### src/rtl/pingpong_frame_buffer.sv
// Ping-pong frame buffer: a producer fills one bank while the other drains one word per read tick.
`default_nettype none

module pingpong_frame_buffer #(
  parameter int DATA_W = 8,
  parameter int ADDR_W = 5,
  parameter int DIV    = 50
) (
  input  logic              clk,
  input  logic              resetn,
  input  logic              flush,
  input  logic              repeat_en,
  input  logic              wr_valid,
  input  logic [DATA_W-1:0] wr_data,
  output logic              wr_ready,
  output logic [DATA_W-1:0] y,
  output logic              y_valid,
  output logic              frame_done,
  output logic              underrun,
  output logic              bank_sel,
  output logic [ADDR_W:0]   fill_level
);

  localparam int DEPTH = 1 << ADDR_W;
  localparam int TCW   = (DIV > 1) ? $clog2(DIV) : 1;

  logic [DATA_W-1:0] mem [0:2*DEPTH-1];

  logic [TCW-1:0]    tick_cnt;
  logic [ADDR_W-1:0] fill_cnt;
  logic [ADDR_W-1:0] drain_cnt;
  logic              fill_full;
  logic              drain_active;

  logic              tick;
  logic              swap;
  logic              accept;
  logic              rd_fire;
  logic              rd_last;
  logic              rd_bank;
  logic [ADDR_W-1:0] rd_addr;

  assign tick    = (tick_cnt == TCW'(DIV - 1));
  assign swap    = fill_full && !drain_active && !flush;
  assign accept  = wr_valid && !fill_full && !flush;
  assign rd_fire = tick && !flush && (drain_active || swap);
  // In a swap cycle the bank just filled becomes the drain bank, starting at word 0.
  assign rd_addr = swap ? '0 : drain_cnt;
  assign rd_bank = swap ? bank_sel : ~bank_sel;
  assign rd_last = (rd_addr == ADDR_W'(DEPTH - 1));

  assign wr_ready   = !fill_full;
  assign fill_level = fill_full ? (ADDR_W+1)'(DEPTH) : {1'b0, fill_cnt};

  always_ff @(posedge clk) begin
    if (resetn && accept) begin
      mem[{bank_sel, fill_cnt}] <= wr_data;
    end
  end

  always_ff @(posedge clk) begin
    if (!resetn) begin
      tick_cnt     <= '0;
      fill_cnt     <= '0;
      drain_cnt    <= '0;
      fill_full    <= 1'b0;
      drain_active <= 1'b0;
      bank_sel     <= 1'b0;
      y            <= '0;
      y_valid      <= 1'b0;
      frame_done   <= 1'b0;
      underrun     <= 1'b0;
    end else begin
      y_valid    <= 1'b0;
      frame_done <= 1'b0;
      underrun   <= 1'b0;
      if (flush) begin
        tick_cnt     <= '0;
        fill_cnt     <= '0;
        drain_cnt    <= '0;
        fill_full    <= 1'b0;
        drain_active <= 1'b0;
      end else begin
        tick_cnt <= tick ? '0 : tick_cnt + TCW'(1);

        if (accept) begin
          if (fill_cnt == ADDR_W'(DEPTH - 1)) begin
            fill_full <= 1'b1;
            fill_cnt  <= '0;
          end else begin
            fill_cnt <= fill_cnt + ADDR_W'(1);
          end
        end

        if (swap) begin
          bank_sel     <= ~bank_sel;
          fill_full    <= 1'b0;
          drain_active <= 1'b1;
          drain_cnt    <= '0;
        end

        if (rd_fire) begin
          y         <= mem[{rd_bank, rd_addr}];
          y_valid   <= 1'b1;
          drain_cnt <= rd_addr + ADDR_W'(1);
          if (rd_last) begin
            frame_done <= 1'b1;
            // A waiting full frame always wins over replay; it swaps in next cycle.
            drain_active <= repeat_en && !(fill_full && !swap);
          end
        end else if (tick && !drain_active && !swap) begin
          underrun <= 1'b1;
        end
      end
    end
  end

endmodule

`default_nettype wire

### config.mk
export PLATFORM = sky130hd
export DESIGN_NAME = pingpong_frame_buffer
export DESIGN_NICKNAME = d
export VERILOG_FILES = /design/src/rtl/pingpong_frame_buffer.sv
export SDC_FILE = /design/constraint.sdc
export NUM_CORES = 1
export LEC_CHECK = 0
export CORE_MARGIN = 2
export CORE_UTILIZATION = 45
export CTS_CLUSTER_DIAMETER = 40
export DETAILED_ROUTE_END_ITERATION = 10
export PLACE_DENSITY = 0.67
export SETUP_SLACK_MARGIN = 0.05
export SLEW_MARGIN = 30
export SYNTH_ARGS = -nofsm -noshare
export SYNTH_HDL_FRONTEND = slang
export SYNTH_SLANG_ARGS = --single-unit
export TNS_END_PERCENT = 30
### constraint.sdc
create_clock -name clk -period 6.2 [get_ports clk]
set_input_delay 0.93 -clock clk [delete_from_list [all_inputs] [get_ports clk]]
set_output_delay 0.93 -clock clk [all_outputs]
set_load 0.05 [all_outputs]
# Word level (Yosys, flattened, before mapping)
# Memories as Yosys holds them, arrays and structs flattened. A register that Yosys moved wholly into a read port is not among the register bits.
# Index checks and enable logic that the tools add are counted.
# classes
addsub	3
n_eq_ne	3
mux	13
n_bitwise	4
n_reduce_logical	26
# ops
op	n
two-way mux 5 bit	3
OR reduction 3 bit	4
logical AND 1 bit	11
adder 5 x 1 -> 5 bit (second input constant)	2
equality test 5 bit (second input constant)	2
two-way mux 1 bit	9
adder 6 x 1 -> 6 bit (second input constant)	1
equality test 6 bit (second input constant)	1
zero test 1 bit	6
two-way mux 6 bit	1
AND reduction 2 bit	3
NOT 1 bit	4
OR reduction 2 bit	1
logical OR 1 bit	1
# word_totals
register_bits	22
mem_bits_rw	512
input_bits	13
out_inout_bits	19
word_cells	59
mem_count	1
# mem_list
name	words	word_bits	read_ports	rd_clocked_by_memory_dff	write_ports	line	rtl
mem	64	8	1	1	1	27	logic [DATA_W-1:0] mem [0:2*DEPTH-1];

# Logic depth before layout (Yosys ltp)
# Gate-level depths: netlist of run 1.
# depth
ltp_word	9
ltp_mapped	11
ltp_nobuf	8

# Worst setup path before layout of run 1
# OpenSTA, ideal clock, no wires.
# synth_timing
path_type	input -> register
from	input port wr_valid
to	memory mem[8][0], enable pin
setup_ps	383
arrival_ps	2382
required_ps	5817
slack_ps	3435
path_stages	5
path_buffers	0
cell_sequence	nor2b_1 > nand2b_1 > nor4_1 > nand3_1 > nor3_1
# synth_between
elab_chain_len	5
# synth_lines
element	line	rtl
start, declared	13	input logic wr_valid,
logical AND 1 bit (2 in series)	45	assign accept = wr_valid && !fill_full && !flush;
logical AND 1 bit	56	if (resetn && accept) begin
two-way mux 1 bit	56	
two-way mux 1 bit (implied by the code)	57	mem[{bank_sel, fill_cnt}] <= wr_data;
end, declared	27	
# Every way passes these cells.

# Worst setup path in the final report of run 1
# layout_timing
from	input port flush
to	register y[2] (read register of mem)
# layout_between
elab_chain_len	5
word_cells_on_any_way	9
classes_between	mux: 2; bitwise: 1; reduce/logical: 6
# layout_lines
element	line	rtl
start, declared	11	input logic flush,
zero test 1 bit	44, 46	
logical AND 1 bit	44	assign swap = fill_full && !drain_active && !flush;
logical OR 1 bit	46	assign rd_fire = tick && !flush && (drain_active || swap);
logical AND 1 bit	46	
AND reduction 2 bit (no source line)	-	
end, declared	16	output logic [DATA_W-1:0] y,
# Several ways; a longest one is shown, not always the timed one.
# A chain may end at the register's enable or synchronous reset.

==> flow_summary.ini, run 1 <==
[worst_setup_path]
worstSetupStartpointType = input port
crit_path_top_delay_cell = a2111oi_1
worstPathArrival_ns = 4.60
crit_required_ns = 6.64
worst-path-max-fanout = 39
max_stage_delay_ns = 0.66
path_cells = clkdlybuf4s50_1 -> or3b_2 -> buf_4 -> nand2_1 -> inv_1 -> nor2_1 -> o211ai_1 -> a2111oi_1 -> nor3_1
critPathKind = input port to flop
endpoint_kind = flop

[clock_tree]
cts.path.max_buffers = 3
cts_tree = done
cts_setup_buffers = 0
clkLatencyLatePin_ns = 0.60
cts_max_level = 3
holdBufCountCts = 0
cts.sinks = 542
clockRootBuffer = clkbuf_16
ctsResizeCount = 0
clkSlewWorstSetupHoldPaths_ns = 0.06
numCtsBuffers = 68

[logic_synthesis]
yosysTopAreaCell = edfxtp_1
ys_top_cells_by_area = edfxtp_1 (69%), mux2i_1 (3.5%), mux4_2 (3.0%)
synth_top_area_share_pct = 69.1
synth_nets = 1482
async_reset_ff_share_pct = 0
synth_most_common_cell = edfxtp_1
yosys-top-cells-count = edfxtp_1 (512), nor2_1 (134), mux2i_1 (78)
synthCells = 1464
synth_edf_count = 512
ys_seq_elements = 542
ys_types = 70
synth.avg_cell_area_um2 = 15.2
synth_warnings = 0
ys.flop_type = edfxtp_1
syn_area_mm2 = 0.0222
ys_seq_area_share_pct = 71.8

[route]
viasPerCell = 6.26
via_count = 13800
drtIter0Drc = 1956
wl_per_cell_um = 28.3
drtPass1Iterations = 6
wirelength_um = 62500
antenna_left = 0
drc_errors = 0

[power_and_ir_drop]
leakage_nw = 7.89
power_mw = 8.00
irDropWorstVdd_mv = 0.174
cellPowerDensity_mw_per_mm2 = 315

[timing]
worst_pin_slew_ns = 1.03
finalSetupViolations = 0
grt_setup_unrepaired = no
min_period_ns = 4.16
fin_tns_setup_ns = 0
finalCritPeriodShare_pct = 67.1
max-slew-margin-rel_pct = 30.9
finalHoldViolations = 0
slew_violations = 0
final.setup_skew_ns = 0.0275
max_freq_mhz = 240

[run]
max-cap-violations = 0

[floorplan]
die-area_mm2 = 0.0512
pin_count = 32
core_mm2 = 0.0488
rows = 81
die_x_um = 226
initial_core_util_pct = 45.5
chipHeight_um = 226

[placement]
hpwl_um = 37700
place_congestion = 0.960
portBuffers = 31

[grt]
grt_pass1_wl_um = 91500
antenna_found_initial = 1
grt_overflow = 0
grt_max_degree = 117
grt_pass1_vias = 13700
grt.total_usage_pct = 24.8

[cells_and_area]
nets = 1513
diodes = 0
area_growth_pct = 14.3
fill_cells = 4035
post_route_cells_drive_above_1_share_pct = 14.6

[run_status]
status = complete, no violations

[hold_path]
hp-class = flop to flop
## cell type report
cell class,count,area (um2),share of cell area (%)
Clock inverter,34,339,1.33
Clock buffer,85,1890,7.45
Tap cell,664,831,3.27
Inverter,18,67.6,0.266
Timing Repair Buffer,62,556,2.19
Multi-Input combinational cell,803,5740,22.6
Sequential cell,542,16000,62.9
## worst max-delay path: cells and delay by family
family / cells / cell delay, ns
and+or+nand+nor: 4 / 1.53
AOI/OAI and AO/OA: 2 / 0.82
buffers and inverters: 3 / 1.31
## cells by family after synthesis
family,Yosys count,synth area share [%]
multiplexers,146,8.47
flip-flops,542,71.8
AO/OA/AOI/OAI,301,9.32
AND/OR/NAND/NOR,342,7.26
adder cells (fa/ha/maj),5,0.281
XOR/XNOR,9,0.354
buffers and inverters,119,2.48
## sequential cells by signal (all words and copies together), names as in the netlist
name,count
drain_active,1
fill_full,1
tick_cnt,6
underrun,1
bank_sel,1
y_valid,1
y,8
fill_cnt,5
drain_cnt,5
frame_done,1
mem,512
## layer usage
metal  vias up  global-route usage, %  part of all wire [%]
li1       5835                      -                     -
met2       847                   38.2                    46
met4         2                   11.2                   4.2
met1      6972                   34.1                    40
met3       158                   5.26                   9.9
met5         -                      0                 0.021
## final timing paths
check	cells after the start	slack (ns)	start	endpoint
hold / removal	1	0.46	tick_cnt[0]	tick_cnt[0]
setup reg to reg	8	2.33	fill_full	y[2]
setup / recovery	9	2.04	flush	y[2]
hold reg to reg	1	0.46	tick_cnt[0]	tick_cnt[0]
## cell usage in the layout, fill, tap and decap left out, types with 9 or more instances in the layout
master	n
a211oi_1	29
a21oi_1	76
a221oi_1	11
a31oi_1	22
and2_1	9
and3_1	18
buf_4	28
clkbuf_1	11
clkbuf_16	74
clkdlybuf4s50_1	23
dfxtp_1	27
edfxtp_1	512
inv_1	17
mux2_2	38
mux2i_1	78
mux4_2	30
nand2_1	57
nand3_1	39
nor2_1	134
nor2b_1	17
nor3_1	24
nor4_1	10
o211ai_1	22
o21ai_0	35
o221ai_1	13
o22ai_1	10
o2bb2ai_1	11
## stage by stage
step / std cells / util (%) / instance area, um2 / setup slack (ns) / hold WS, ns
floorplan: 1464 / - / 22200 / 3.43 / 0.433
global placement: 2087 / 47.3 / 23100 / 1.59 / 0.448
detailed placement: 2089 / 47.4 / 23200 / 1.62 / 0.455
CTS: 2208 / 52.0 / 25400 / 2.20 / 0.467
global route: 2208 / 52.0 / 25400 / 1.90 / 0.498
finish: 2208 / 52.0 / 25400 / 2.04 / 0.461
## where the power goes
group	switching, mW	leakage, nW	total [mW]	internal, mW
Sequential	0.00189	4.85	4.01	4.00
Clock	1.52	1.09	3.90	2.39
Combinational	0.0806	1.96	0.0939	0.0133
No activity file was read; power rests on OpenSTA's default activity.
==> run 2, diff against run 1 <==
- clock period: 6.2 -> 4 ns (I/O delays scaled with it)
==> flow_summary.ini, run 2 (synthesized netlist as in run 1, its figures left out) <==
[clock_tree]
ctsResizeCount = 0
numCtsBuffers = 71
holdBufCountCts = 0
clkSlewWorstSetupHoldPaths_ns = 0.06
cts_max_level = 3
cts.sinks = 542
clkLatencyLatePin_ns = 0.61
cts_tree = done
clockRootBuffer = clkbuf_16
cts_setup_buffers = 0
cts.path.max_buffers = 3

[route]
drc_errors = 0
via_count = 14200
drtIter0Drc = 1751
drtPass1Iterations = 5
antenna_left = 0
wl_per_cell_um = 28.3
viasPerCell = 6.13
wirelength_um = 65500

[hold_path]
hp-class = flop to flop

[cells_and_area]
top_regs = mem (512), y (8), tick_cnt (6)
final_cell_mix = edfxtp_1 (512), nor2_1 (133), buf_4 (117)
post_route_cells_drive_above_1_share_pct = 20.2
regArea_mm2 = 0.0160
largest_register_ffs = 512
fill_cells = 3913
nets = 1612
multiInputGateArea_mm2 = 0.00574
final_area_mm2 = 0.0264
regMostFlops = mem
layout_commonest_cell = edfxtp_1
instances_no_fill = 2317
area_growth_pct = 18.5

[grt]
grt_overflow = 0
grt_pass1_wl_um = 94600
met1_usage_pct = 35.9
grt_busiest_layer = met2
antenna_found_initial = 1
grtUsageMet3_pct = 6.26
grt_pass1_vias = 13700
grtUsageMet2_pct = 39.3
grt.total_usage_pct = 25.9
grt_max_degree = 69

[timing]
finalSetupViolations = 0
worst_pin_slew_ns = 1.04
max-slew-margin-rel_pct = 30.5
finalCritPeriodShare_pct = 85.2
slew_violations = 0
max_freq_mhz = 293
min_period_ns = 3.41
final.setup_skew_ns = 0.0224
finalHoldViolations = 0
grt_setup_unrepaired = no
fin_tns_setup_ns = 0

[placement]
hpwl_um = 41600
place_congestion = 1.05
dp_cells = 2185
place_area_mm2 = 0.0240
portBuffers = 31

[power_and_ir_drop]
cellPowerDensity_mw_per_mm2 = 481
irDropWorstVdd_mv = 0.263
power_mw = 12.7
leakage_nw = 8.49

[run]
max-cap-violations = 0

[floorplan]
die_x_um = 226
core_mm2 = 0.0488
pin_count = 32
initial_core_util_pct = 45.5
rows = 81
die-area_mm2 = 0.0512
chipHeight_um = 226

[worst_setup_path]
worstPathArrival_ns = 3.88
worst-path-max-fanout = 33
endpoint_kind = flop
worstSetupStartpointType = flop
critPathKind = flop to flop
crit_required_ns = 4.47

[run_status]
status = complete, no violations
## run 2: path summary, 6_finish.rpt
kind                startpoint           to  slack [ns]  depth (start not counted)
setup / recovery  drain_cnt[2]         y[2]        0.59                          8
hold / removal     tick_cnt[0]  tick_cnt[0]        0.46                          1
setup reg to reg  drain_cnt[2]         y[2]        0.59                          8
hold reg to reg    tick_cnt[0]  tick_cnt[0]        0.46                          1
## run 2: cell type report
type / count / share of cell area, %
Antenna cell: 1 / 0.00949
Clock buffer: 88 / 7.42
Clock inverter: 43 / 1.61
Inverter: 18 / 0.256
Multi-Input combinational cell: 803 / 21.8
Sequential cell: 542 / 60.6
Tap cell: 664 / 3.15
Timing Repair Buffer: 158 / 5.15
## run 2: metrics by stage
step | hold slack [ns] | setup slack, ns | utilization [%]
after floorplan | 0.433 | 1.56 | -
after global placement | 0.448 | 0.154 | 49.0
after detailed placement | 0.457 | 0.177 | 49.1
after CTS | 0.468 | 0.673 | 54.0
after global routing | 0.485 | 0.598 | 54.0
final | 0.462 | 0.591 | 54.0
## run 2: metal layers
| metal | routed length, um | up-vias | share of wire, % |
|---|---|---|---|
| li1 | - | 6050 | - |
| met1 | 26100 | 7017 | 40 |
| met2 | 29600 | 970 | 45 |
| met3 | 7390 | 156 | 11 |
| met4 | 2380 | 4 | 3.6 |
| met5 | 20 | - | 0.031 |
## run 2: power by group
part	internal [mW]	switching, mW	leakage, nW
Combinational	0.0248	0.131	2.48
Sequential	6.21	0.00273	4.84
Clock	3.85	2.47	1.16
## run 2: critical path: stages, from the launching register on
cell,delay [ns]
dfxtp_4,0.70
inv_1,0.19
nor2_4,0.82
buf_4,0.26
buf_4,0.18
a211oi_1,0.10
o21bai_1,0.24
a2111oi_1,0.68
nor3_1,0.08
==> run 3, diff against run 2 <==
- PLACE_DENSITY: 0.67 -> 0.66
==> flow_summary.ini, run 3 (synthesized netlist as in run 1, its figures left out) <==
[worst_setup_path]
ff2ff_path_depth = 8
crit_required_ns = 4.44
worstReg2RegStart = fill_full
worst-path-max-fanout = 41
critPathKind = input port to flop
rrSetupSlack_ns = 0.69
path_cells = clkdlybuf4s50_1 -> nor3b_4 -> buf_12 -> buf_4 -> o2bb2ai_1 -> a221oi_1 -> nor2_1 -> a2111oi_0 -> a211oi_1
worstPathArrival_ns = 3.95
reg2reg_to = y[4]
endpoint_kind = flop
crit_path_top_delay_cell = a2111oi_0
max_stage_delay_ns = 0.81
worstSetupStartpointType = input port

[placement]
place_congestion = 1.00
hpwl_um = 40800
portBuffers = 31

[route]
antenna_left = 0
wirelength_um = 64600
viasPerCell = 6.17
wl_per_cell_um = 27.9
drtIter0Drc = 2219
drc_errors = 0
drtPass1Iterations = 6
via_count = 14300

[clock_tree]
cts_max_level = 3
numCtsBuffers = 70
ctsResizeCount = 0
cts_tree = done
holdBufCountCts = 0
clkLatencyLatePin_ns = 0.60
cts_setup_buffers = 0
cts.path.max_buffers = 3
cts.sinks = 542
clockRootBuffer = clkbuf_16
clkSlewWorstSetupHoldPaths_ns = 0.06

[floorplan]
initial_core_util_pct = 45.5
die_x_um = 226
core_mm2 = 0.0488
rows = 81
pin_count = 32
die-area_mm2 = 0.0512
chipHeight_um = 226

[cells_and_area]
fill_cells = 3975
diodes = 0
post_route_cells_drive_above_1_share_pct = 20.0
regMostFlops = mem
top_regs = mem (512), y (8), tick_cnt (6)
area_growth_pct = 17.8
final_cell_mix = edfxtp_1 (512), nor2_1 (134), buf_4 (122)
largest_register_ffs = 512
layout_commonest_cell = edfxtp_1
nets = 1610

[grt]
antenna_found_initial = 2
grt_overflow = 0
grt_pass1_wl_um = 94300
grt_max_degree = 68
grt.total_usage_pct = 25.8
grt_pass1_vias = 14000

[hold_path]
hold_depth = 1
hold-path-endpoint = tick_cnt[0]
hp-class = flop to flop
worstHoldStart = tick_cnt[0]

[power_and_ir_drop]
cellPowerDensity_mw_per_mm2 = 476
leakage_nw = 8.43
irDropWorstVdd_mv = 0.289
power_mw = 12.5

[timing]
finalCritPeriodShare_pct = 87.7
max_freq_mhz = 285
worst_pin_slew_ns = 1.04
slew_violations = 0
finalSetupViolations = 0
fin_tns_setup_ns = 0
finalHoldViolations = 0
grt_setup_unrepaired = no
max-slew-margin-rel_pct = 30.3
final.setup_skew_ns = 0.0281
min_period_ns = 3.51

[run_status]
status = complete, no violations

[run]
max-cap-violations = 0
==> run 3: cell count changes in the layout (fill, tap and decap cells not counted), sizes merged <==
cell	before	now
inv	30	29
buf	135	134
bufinv	5	4
diode	1	0
clkbuf	88	84
clkinv	21	22
==> run 3: where the power goes <==
group	internal, mW	switching, mW
sequential	6.21	0.00282
clock	3.69	2.43
combinational	0.0219	0.128
==> run 3: worst max path at each step <==
stage / from / endpoint / slack [ns] / depth (start not counted)
floorplan: wr_valid / mem[8][0] / 1.56 / 5
global placement: flush / y[4] / 0.12 / 9
detailed placement: flush / y[4] / 0.07 / 9
CTS: flush / y[4] / 0.67 / 9
global route: flush / y[4] / 0.52 / 9
finish: flush / y[4] / 0.49 / 9
==> run 3: routing by layer <==
layer	vias to the layer above	wire length, um	global-route usage [%]	share of wire, %
met5	-	23	0	0.036
met2	862	29500	39.7	46
met3	186	7050	6.73	11
met1	7152	25000	34.5	39
li1	6049	-	-	-
met4	4	2910	11.7	4.5
==> run 3: area by class of cell <==
type / count / area, um2 / share of cell area, %
Clock inverter: 42 / 388 / 1.48
Sequential cell: 542 / 16000 / 61.0
Clock buffer: 84 / 1900 / 7.25
Inverter: 18 / 67.6 / 0.258
Timing Repair Buffer: 157 / 1300 / 4.95
Tap cell: 664 / 831 / 3.17
Multi-Input combinational cell: 803 / 5730 / 21.9
==> run 3: metrics by stage <==
stage | setup WS [ns] | area, um2 | hold slack, ns | instances | utilization [%]
CTS | 0.667 | 26200 | 0.469 | 2310 | 53.6
floorplan | 1.56 | 22200 | 0.433 | 1464 | -
detailed placement | 0.0654 | 23900 | 0.458 | 2184 | 48.9
global placement | 0.119 | 23900 | 0.445 | 2184 | 48.9
global route | 0.523 | 26200 | 0.478 | 2310 | 53.6
finish | 0.492 | 26200 | 0.464 | 2310 | 53.6
==> run 3: worst max-delay path: cells and delay by family <==
family                 cells  cell delay, ns
buffers and inverters      3            1.17
and+or+nand+nor            2            0.47
AOI/OAI and AO/OA          4            1.69
